$ cat config.mk
export PLATFORM = sky130hd
export DESIGN_NAME = boot_stream_sequencer_flat
export DESIGN_NICKNAME = d
export VERILOG_FILES = /design/src/rtl/boot_seq_pkg.sv /design/src/rtl/boot_stream_sequencer_if.sv /design/src/rtl/boot_word_fifo.sv /design/src/rtl/boot_stream_sequencer.sv /design/src/flat_wrapper.sv
export SDC_FILE = /design/constraint.sdc
export NUM_CORES = 1
export LEC_CHECK = 0
export BUFFER_PORTS_ARGS = -buffer_cell sky130_fd_sc_hd__buf_2
export CORE_ASPECT_RATIO = 0.75
export CORE_MARGIN = 2
export CORE_UTILIZATION = 55
export CTS_CLUSTER_DIAMETER = 80
export DETAILED_ROUTE_END_ITERATION = 8
export PLACE_DENSITY = 0.8
export SLEW_MARGIN = 20
export SYNTH_ARGS = -nofsm -noshare
export SYNTH_HDL_FRONTEND = slang
export SYNTH_SLANG_ARGS = --single-unit
$ cat constraint.sdc
create_clock -name clk -period 17.65 [get_ports clk]
set_input_delay 0.8825 -clock clk [delete_from_list [all_inputs] [get_ports clk]]
set_output_delay 0.8825 -clock clk [all_outputs]
set_load 0.01 [all_outputs]
$ cat src/rtl/boot_seq_pkg.sv
// Shared definitions for the boot stream sequencer: FSM state encoding,
// default iNES sync byte and the byte-lane order used to unpack boot words.
package boot_seq_pkg;

  typedef enum logic [1:0] {
    S_IDLE   = 2'd0,
    S_HUNT   = 2'd1,
    S_STREAM = 2'd2,
    S_DONE   = 2'd3
  } seq_state_e;

  // 'N' of "NES\x1A"
  localparam logic [7:0] DEFAULT_SYNC_BYTE = 8'h4E;

  // Lane holding stream byte 0; lanes count down from here (MSB-first).
  localparam logic [1:0] FIRST_LANE = 2'd3;

  // Select stream byte idx (0 = first) out of a boot word.
  function automatic logic [7:0] lane_byte(input logic [31:0] w, input logic [1:0] idx);
    logic [1:0] lane;
    lane = FIRST_LANE - idx;
    case (lane)
      2'd3:    return w[31:24];
      2'd2:    return w[23:16];
      2'd1:    return w[15:8];
      default: return w[7:0];
    endcase
  endfunction

endpackage

$ cat src/rtl/boot_stream_sequencer_if.sv
// Boot-word handshake from the control module plus byte handshake to the
// game loader. The sequencer uses the slave view, the host/loader the master.
interface boot_stream_sequencer_if;
  logic [31:0] host_bootdata;
  logic        host_bootdata_req;
  logic        host_bootdata_ack;
  logic [7:0]  byte_data;
  logic        byte_valid;
  logic        byte_ready;

  modport slave (
    input  host_bootdata, host_bootdata_req, byte_ready,
    output host_bootdata_ack, byte_data, byte_valid
  );

  modport master (
    output host_bootdata, host_bootdata_req, byte_ready,
    input  host_bootdata_ack, byte_data, byte_valid
  );
endinterface

$ cat src/rtl/boot_word_fifo.sv
// Synchronous 32-bit word FIFO, depth 2**AW, with show-ahead read data
// (head word visible while not empty) and a synchronous clear.
// A push on a full FIFO is accepted only when a pop happens in the same cycle.
module boot_word_fifo #(
  parameter int AW = 4
) (
  input  logic        clk,
  input  logic        rst,
  input  logic        clr,
  input  logic        push,
  input  logic [31:0] wdata,
  input  logic        pop,
  output logic [31:0] rdata,
  output logic        full,
  output logic        empty
);

  logic [31:0] mem_q [2**AW];
  logic [AW:0] wr_q, wr_d, rd_q, rd_d;
  logic        do_push, do_pop;

  assign full    = (wr_q[AW] != rd_q[AW]) && (wr_q[AW-1:0] == rd_q[AW-1:0]);
  assign empty   = (wr_q == rd_q);
  assign do_pop  = pop && !empty;
  assign do_push = push && (!full || do_pop);
  assign rdata   = mem_q[rd_q[AW-1:0]];

  // Next read/write pointers; clear wins over any push or pop.
  always_comb begin
    wr_d = wr_q;
    rd_d = rd_q;
    if (clr) begin
      wr_d = '0;
      rd_d = '0;
    end else begin
      if (do_push) wr_d = wr_q + {{AW{1'b0}}, 1'b1};
      else         wr_d = wr_q;
      if (do_pop)  rd_d = rd_q + {{AW{1'b0}}, 1'b1};
      else         rd_d = rd_q;
    end
  end

  // Pointer registers.
  always_ff @(posedge clk or posedge rst) begin
    if (rst) begin
      wr_q <= '0;
      rd_q <= '0;
    end else begin
      wr_q <= wr_d;
      rd_q <= rd_d;
    end
  end

  // Storage array, written on accepted pushes only.
  always_ff @(posedge clk) begin
    if (do_push && !clr) mem_q[wr_q[AW-1:0]] <= wdata;
  end

endmodule

$ cat src/rtl/boot_stream_sequencer.sv
// Boot stream sequencer: accepts 32-bit boot words, buffers them, unpacks
// bytes MSB-first, drops bytes ahead of the sync byte, paces forwarded bytes
// to the game loader and flags completion after rom_size bytes.
// Optional feature macro: BOOT_CHECKSUM_EN (16-bit sum of forwarded bytes).
module boot_stream_sequencer
  import boot_seq_pkg::*;
#(
  parameter int         FIFO_AW   = 4,
  parameter int         BYTE_GAP  = 64,
  parameter logic [7:0] SYNC_BYTE = DEFAULT_SYNC_BYTE
) (
  input  logic                   clk,
  input  logic                   reset,
  input  logic                   load_reset,
  input  logic [31:0]            rom_size,
  boot_stream_sequencer_if.slave bif,
  output logic                   sync_found,
  output logic                   done,
  output logic [31:0]            bytes_loaded,
  output logic [15:0]            checksum
);

  localparam int GW = (BYTE_GAP > 1) ? $clog2(BYTE_GAP) : 1;

  seq_state_e  state_q, state_d;
  logic [31:0] rom_q, rom_d, words_q, words_d, loaded_q, loaded_d;
  logic [1:0]  idx_q, idx_d;
  logic [GW-1:0] gap_q, gap_d;
  logic        ack_q, ack_d, valid_q, valid_d, sync_q, sync_d, done_q, done_d;
  logic [7:0]  data_q, data_d;

  logic        fifo_full, fifo_empty, fifo_push, fifo_pop, fifo_clr;
  logic [31:0] fifo_rdata;
  logic [7:0]  head_byte;
  logic        ack_fire, hunt_sync, hunt_discard, strobe, consume, last_byte;

  boot_word_fifo #(.AW(FIFO_AW)) u_fifo (
    .clk   (clk),
    .rst   (reset),
    .clr   (fifo_clr),
    .push  (fifo_push),
    .wdata (bif.host_bootdata),
    .pop   (fifo_pop),
    .rdata (fifo_rdata),
    .full  (fifo_full),
    .empty (fifo_empty)
  );

  // Datapath decisions: word intake, byte examination and pacing.
  always_comb begin
    ack_fire     = ((state_q == S_HUNT) || (state_q == S_STREAM)) && !load_reset &&
                   bif.host_bootdata_req && !fifo_full && !ack_q;
    // Words past the end of the ROM are acked but never buffered.
    fifo_push    = ack_fire && ({words_q, 2'b00} < {2'b00, rom_q});
    head_byte    = lane_byte(fifo_rdata, idx_q);
    hunt_sync    = (state_q == S_HUNT) && !fifo_empty && (head_byte == SYNC_BYTE);
    hunt_discard = (state_q == S_HUNT) && !fifo_empty && (head_byte != SYNC_BYTE);
    strobe       = (state_q == S_STREAM) && !fifo_empty && bif.byte_ready && (gap_q == '0);
    consume      = hunt_discard || strobe;
    last_byte    = ((loaded_q + 32'd1) == rom_q);
    fifo_pop     = consume && (idx_q == 2'd3) && !load_reset;
    fifo_clr     = load_reset || (state_q == S_DONE);
  end

  // Next-state and next-output computation for the sequencer FSM.
  always_comb begin
    state_d  = state_q;
    rom_d    = rom_q;
    words_d  = words_q;
    loaded_d = loaded_q;
    idx_d    = idx_q;
    sync_d   = sync_q;
    done_d   = done_q;
    ack_d    = ack_fire;
    valid_d  = strobe;
    data_d   = strobe ? head_byte : 8'h00;

    if (strobe)              gap_d = GW'(BYTE_GAP - 1);
    else if (gap_q != '0)    gap_d = gap_q - GW'(1);
    else                     gap_d = gap_q;

    if (ack_fire) words_d = words_q + 32'd1;
    else          words_d = words_q;

    if (consume) begin
      loaded_d = loaded_q + 32'd1;
      idx_d    = idx_q + 2'd1;
    end else begin
      loaded_d = loaded_q;
      idx_d    = idx_q;
    end

    case (state_q)
      S_IDLE: begin
        rom_d = rom_size;
        if (rom_size == 32'd0) begin
          state_d = S_DONE;
          done_d  = 1'b1;
        end else begin
          state_d = S_HUNT;
        end
      end
      S_HUNT: begin
        if (hunt_sync) begin
          state_d = S_STREAM;
          sync_d  = 1'b1;
        end else if (hunt_discard && last_byte) begin
          state_d = S_DONE;
          done_d  = 1'b1;
        end else begin
          state_d = S_HUNT;
        end
      end
      S_STREAM: begin
        if (strobe && last_byte) begin
          state_d = S_DONE;
          done_d  = 1'b1;
        end else begin
          state_d = S_STREAM;
        end
      end
      S_DONE:  state_d = S_DONE;
      default: state_d = S_IDLE;
    endcase

    // Restart request: abandon everything and hold in IDLE.
    if (load_reset) begin
      state_d  = S_IDLE;
      rom_d    = 32'd0;
      words_d  = 32'd0;
      loaded_d = 32'd0;
      idx_d    = 2'd0;
      gap_d    = '0;
      sync_d   = 1'b0;
      done_d   = 1'b0;
      ack_d    = 1'b0;
      valid_d  = 1'b0;
      data_d   = 8'h00;
    end else begin
      state_d  = state_d;
    end
  end

  // FSM and registered outputs.
  always_ff @(posedge clk or posedge reset) begin
    if (reset) begin
      state_q  <= S_IDLE;
      rom_q    <= 32'd0;
      words_q  <= 32'd0;
      loaded_q <= 32'd0;
      idx_q    <= 2'd0;
      gap_q    <= '0;
      sync_q   <= 1'b0;
      done_q   <= 1'b0;
      ack_q    <= 1'b0;
      valid_q  <= 1'b0;
      data_q   <= 8'h00;
    end else begin
      state_q  <= state_d;
      rom_q    <= rom_d;
      words_q  <= words_d;
      loaded_q <= loaded_d;
      idx_q    <= idx_d;
      gap_q    <= gap_d;
      sync_q   <= sync_d;
      done_q   <= done_d;
      ack_q    <= ack_d;
      valid_q  <= valid_d;
      data_q   <= data_d;
    end
  end

  assign bif.host_bootdata_ack = ack_q;
  assign bif.byte_valid        = valid_q;
  assign bif.byte_data         = data_q;
  assign sync_found            = sync_q;
  assign done                  = done_q;
  assign bytes_loaded          = loaded_q;

`ifdef BOOT_CHECKSUM_EN
  logic [15:0] csum_q, csum_d;

  // Running wrapping sum of every byte handed to the loader.
  always_comb begin
    if (load_reset)  csum_d = 16'h0000;
    else if (strobe) csum_d = csum_q + {8'h00, head_byte};
    else             csum_d = csum_q;
  end

  // Checksum register.
  always_ff @(posedge clk or posedge reset) begin
    if (reset) csum_q <= 16'h0000;
    else       csum_q <= csum_d;
  end

  assign checksum = csum_q;
`else
  assign checksum = 16'h0000;
`endif

endmodule
$ cat src/flat_wrapper.sv
// flat-port wrapper written by rule: the top's interface ports become plain ports
module boot_stream_sequencer_flat import boot_seq_pkg::*;
#(
  parameter int         FIFO_AW   = 4,
  parameter int         BYTE_GAP  = 64,
  parameter logic [7:0] SYNC_BYTE = DEFAULT_SYNC_BYTE
)
  (clk, reset, load_reset, rom_size, sync_found, done, bytes_loaded, checksum, bif_host_bootdata, bif_host_bootdata_req, bif_byte_ready, bif_host_bootdata_ack, bif_byte_data, bif_byte_valid);
  boot_stream_sequencer_if bif_i ();
  input  logic clk;
  input  logic reset;
  input  logic load_reset;
  input  logic [31:0] rom_size;
  output logic sync_found;
  output logic done;
  output logic [31:0] bytes_loaded;
  output logic [15:0] checksum;
  input wire logic [$bits(bif_i.host_bootdata)-1:0] bif_host_bootdata;
  input wire logic [$bits(bif_i.host_bootdata_req)-1:0] bif_host_bootdata_req;
  input wire logic [$bits(bif_i.byte_ready)-1:0] bif_byte_ready;
  output wire logic [$bits(bif_i.host_bootdata_ack)-1:0] bif_host_bootdata_ack;
  output wire logic [$bits(bif_i.byte_data)-1:0] bif_byte_data;
  output wire logic [$bits(bif_i.byte_valid)-1:0] bif_byte_valid;
  assign bif_i.host_bootdata = bif_host_bootdata;
  assign bif_i.host_bootdata_req = bif_host_bootdata_req;
  assign bif_i.byte_ready = bif_byte_ready;
  assign bif_host_bootdata_ack = bif_i.host_bootdata_ack;
  assign bif_byte_data = bif_i.byte_data;
  assign bif_byte_valid = bif_i.byte_valid;
  boot_stream_sequencer #(.FIFO_AW(FIFO_AW), .BYTE_GAP(BYTE_GAP), .SYNC_BYTE(SYNC_BYTE)) u_core (.clk(clk), .reset(reset), .load_reset(load_reset), .rom_size(rom_size), .bif(bif_i), .sync_found(sync_found), .done(done), .bytes_loaded(bytes_loaded), .checksum(checksum));
endmodule
==> flow_metrics.py <==
metrics = {
    "status": {
        "status": "completed",
    },
    "global_route": {
        "grt_max_degree": 81,
        "grt_overflow": 0,
        "grt_util_all_layers_pct": 26.06,
        "grt_pass1_wl_um": 102200,
        "grt_pass1_vias": 16400,
        "antenna_found_initial": 8,
    },
    "die": {
        "initial_core_util_pct": 55.90,
        "ios": 129,
        "dieArea_mm2": 0.05295,
        "coreArea_mm2": 0.05028,
        "die_w_um": 265.0,
        "floorplan.die.height_um": 199.8,
        "row_count": 71,
    },
    "synthesis": {
        "synth_largest_area_cell": "edfxtp_1",
        "ys_seq_elements": 640,
        "synth_top_area_share_pct": 54.70,
        "ys_seq_area_share_pct": 66.09,
        "synth-edff-count": 512,
        "synth-main-ff-cell": "edfxtp_1",
        "synth.distinct_cells": 71,
        "syn_inst": 1821,
        "syn_area_per_cell_um2": 15.44,
        "syn_area_mm2": 0.02811,
        "synthTopCellsByArea": "edfxtp_1 (55%), dfrtp_1 (11%), mux4_2 (7.9%)",
        "synth_async_sr_flop_share_pct": 20.00,
        "ys_warn_count": 0,
    },
    "cells_and_area": {
        "layout.cells.non_filler": 2637,
        "fillers": 3535,
        "stdcell_area_mm2": 0.03112,
        "syn2layout_area_growth_pct": 10.71,
        "final_layout_size_suffix_gt1_share_pct": 18.63,
        "fin_util_pct": 61.89,
        "fin_nets": 2046,
    },
    "clock_network": {
        "tritoncts": "done",
        "htreeDepth": 2,
        "cts_setup_buffers": 0,
        "post_cts_resize_count": 0,
        "clk_pin_slew_ps": 70,
        "numCtsBuffers": 58,
        "clockBufferDepth": 3,
        "cts.sinks": 640,
        "insertion_delay_ps": 630,
        "hold_buffers": 0,
        "clockRootBuffer": "clkbuf_16",
    },
    "power_and_ir_drop": {
        "power.total_mw": 2.983,
        "powerDensity_mw_per_mm2": 95.86,
        "p_leak_nw": 10.85,
        "peakVddDrop_uv": 88.95,
    },
    "setup_path": {
        "critPathArrivalTime_ps": 5610,
        "r2r_start": "u_core.u_fifo.rd_q[0]$_DFFE_PP0P_",
        "crit_path_end_kind": "flop",
        "rr_worst_depth": 10,
        "critPathMaxFanout": 55,
        "r2r_setup_slack_ps": 12530,
        "crit_required_ps": 18140,
        "rr_endpoint": "u_core.bytes_loaded[20]$_DFFE_PP0P_",
        "worst_setup_path_start_kind": "flop",
        "worstSetupPathType": "reg -> reg",
    },
    "placed_design": {
        "placed_cells": 2527,
        "place_ws_ps": 12630,
        "portBuffers": 112,
        "gp_congestion": 0.8844,
        "dpl_cell_area_mm2": 0.02931,
        "hpwlAfterDp_um": 41860,
    },
    "routing": {
        "via_per_inst": 6.491,
        "wl_per_cell_um": 26.30,
        "ant_nets": 0,
        "num_vias": 17120,
        "post-route-drc-count": 0,
        "dr.pass1.iters": 5,
        "finalWirelength_um": 69360,
        "drtIter0Drc": 2157,
    },
    "sta": {
        "rsz0062_at_grt": "no",
        "hold_slack_ps": 326.9,
        "setup-violations-final": 0,
        "hold_violations": 0,
        "slew_violations": 0,
        "period_needed_ps": 5122,
        "max_freq_mhz": 195.2,
        "fin_crit_sh_pct": 29.02,
        "worst_slack_ps": 12530,
        "fin_setup_tns_ps": 0,
        "worst_slew_pin_slew_ps": 1290,
        "clock-skew-final_ps": 28.97,
        "relSlewSlack_pct": 13.22,
    },
    "worst_hold_path": {
        "hold_path_class": "in -> async",
    },
    "run": {
        "drv_cap": 0,
    },
}
where the power goes:
part	total (mW)	internal [mW]	switching [mW]
clock	1.20	0.663	0.540
combinational	0.122	0.0419	0.0798
sequential	1.66	1.64	0.0157
total	2.98	2.35	0.636
placed cells by master, fill, tap and decap left out, types with 14 or more instances in the layout:
cell,count
o21ai_0,34
nor4_1,18
xor2_1,44
nor4b_2,16
dfrtp_1,125
a22oi_1,47
o31ai_1,15
a21oi_1,58
a21o_1,14
nand2_1,55
nor3_1,22
inv_1,57
conb_1,16
buf_4,32
nor2_1,101
ha_1,46
and3_1,18
mux4_2,98
xnor2_1,31
or3_1,30
buf_2,111
nand3_1,43
mux2i_1,120
edfxtp_1,512
nand4_1,42
clkbuf_1,18
clkbuf_16,58
synthesized netlist by cell type, types with 9 or more instances:
master and instances:
edfxtp_1 512, dfrtp_1 128, mux2i_1 120, nor2_1 101, mux4_2 98, a21oi_1 58
clkbuf_1 58, inv_1 58, nand2_1 55, a22oi_1 47, ha_1 47, xor2_1 44
nand3_1 43, nand4_1 42, o21ai_0 34, xnor2_1 31, or3_1 30, buf_4 27
nor3_1 22, and3_1 18, nor4_1 18, nor4b_1 18, o31ai_1 15, a21o_1 14
nor2b_1 13, or4_1 13, a31oi_1 11, buf_2 9, buf_6 9
cell type report:
type / count / area [µm²] / area share [%]
timing repair buffer: 143 / 795.8 / 2.557
inverter: 58 / 222.7 / 0.7157
clock buffer: 79 / 1560 / 5.014
tap: 657 / 822.0 / 2.642
sequential: 640 / 18590 / 59.73
multi-input combinational: 1029 / 8887 / 28.56
clock inverter: 26 / 230.2 / 0.7398
antenna: 5 / 12.51 / 0.04021
per-layer routing:
| layer | vias to the layer above | track usage, % | wire length, µm | share of wire, % |
|---|---|---|---|---|
| met3 | 116 | 7.532 | 7670 | 11 |
| met4 | 4 | 7.031 | 1514 | 2.2 |
| li1 | 7326 | - | - | - |
| met1 | 8754 | 38.13 | 28910 | 42 |
| met5 | - | 0 | 21 | 0.030 |
| met2 | 916 | 38.74 | 31240 | 45 |
state kept, by name, indices dropped and copies added, names as in the netlist:
name and flops:
u_core.bif.byte_data 8, u_core.bif.byte_valid 1, u_core.bif.host_bootdata_ack 1, u_core.bytes_loaded 32, u_core.done 1, u_core.gap_q 6
u_core.idx_q 2, u_core.rom_q 32, u_core.state_q 2, u_core.sync_found 1, u_core.u_fifo.mem_q 512, u_core.u_fifo.rd_q 5
u_core.u_fifo.wr_q 5, u_core.words_q 32
critical path, cell delays in order (launching register included):
cell and delay, ps:
dfrtp_4 840, buf_4 830, mux4_2 610, a22oi_1 310, nand4_1 170, nor3_1 450, a32oi_2 180, nor4_4 510
o21a_4 520, nor4_1 130, mux2_2 290
worst max path at each step:
stage,to,start,cells past startpoint,slack [ps]
after global placement,u_core.bytes_loaded[20]$_DFFE_PP0P_,u_core.u_fifo.rd_q[0]$_DFFE_PP0P_,10,12840
after CTS,u_core.bytes_loaded[20]$_DFFE_PP0P_,u_core.u_fifo.rd_q[0]$_DFFE_PP0P_,10,12600
final,u_core.bytes_loaded[20]$_DFFE_PP0P_,u_core.u_fifo.rd_q[0]$_DFFE_PP0P_,10,12530
after floorplan,u_core.u_fifo.mem_q[10][0]$_DFFE_PP_,u_core.words_q[9]$_DFFE_PP0P_,11,11470
after global routing,u_core.bytes_loaded[20]$_DFFE_PP0P_,u_core.u_fifo.rd_q[0]$_DFFE_PP0P_,10,12300
after detailed placement,u_core.bytes_loaded[20]$_DFFE_PP0P_,u_core.u_fifo.rd_q[0]$_DFFE_PP0P_,10,12630
cells by family (layout without fill, tap and decap cells):
kind of cell    count (synthesis)  after routing  synth area share [%]
fa+ha+maj                      47             47                 2.092
buf+inv                       167            306                 2.871
simple gates                  422            422                 8.293
mux                           223            223                 12.33
other cells                     1             21               0.01334
compound gates                246            246                 5.974
xor+xnor                       75             75                 2.337
flops                         640            640                 66.09
(Power assumes the default switching activity.)
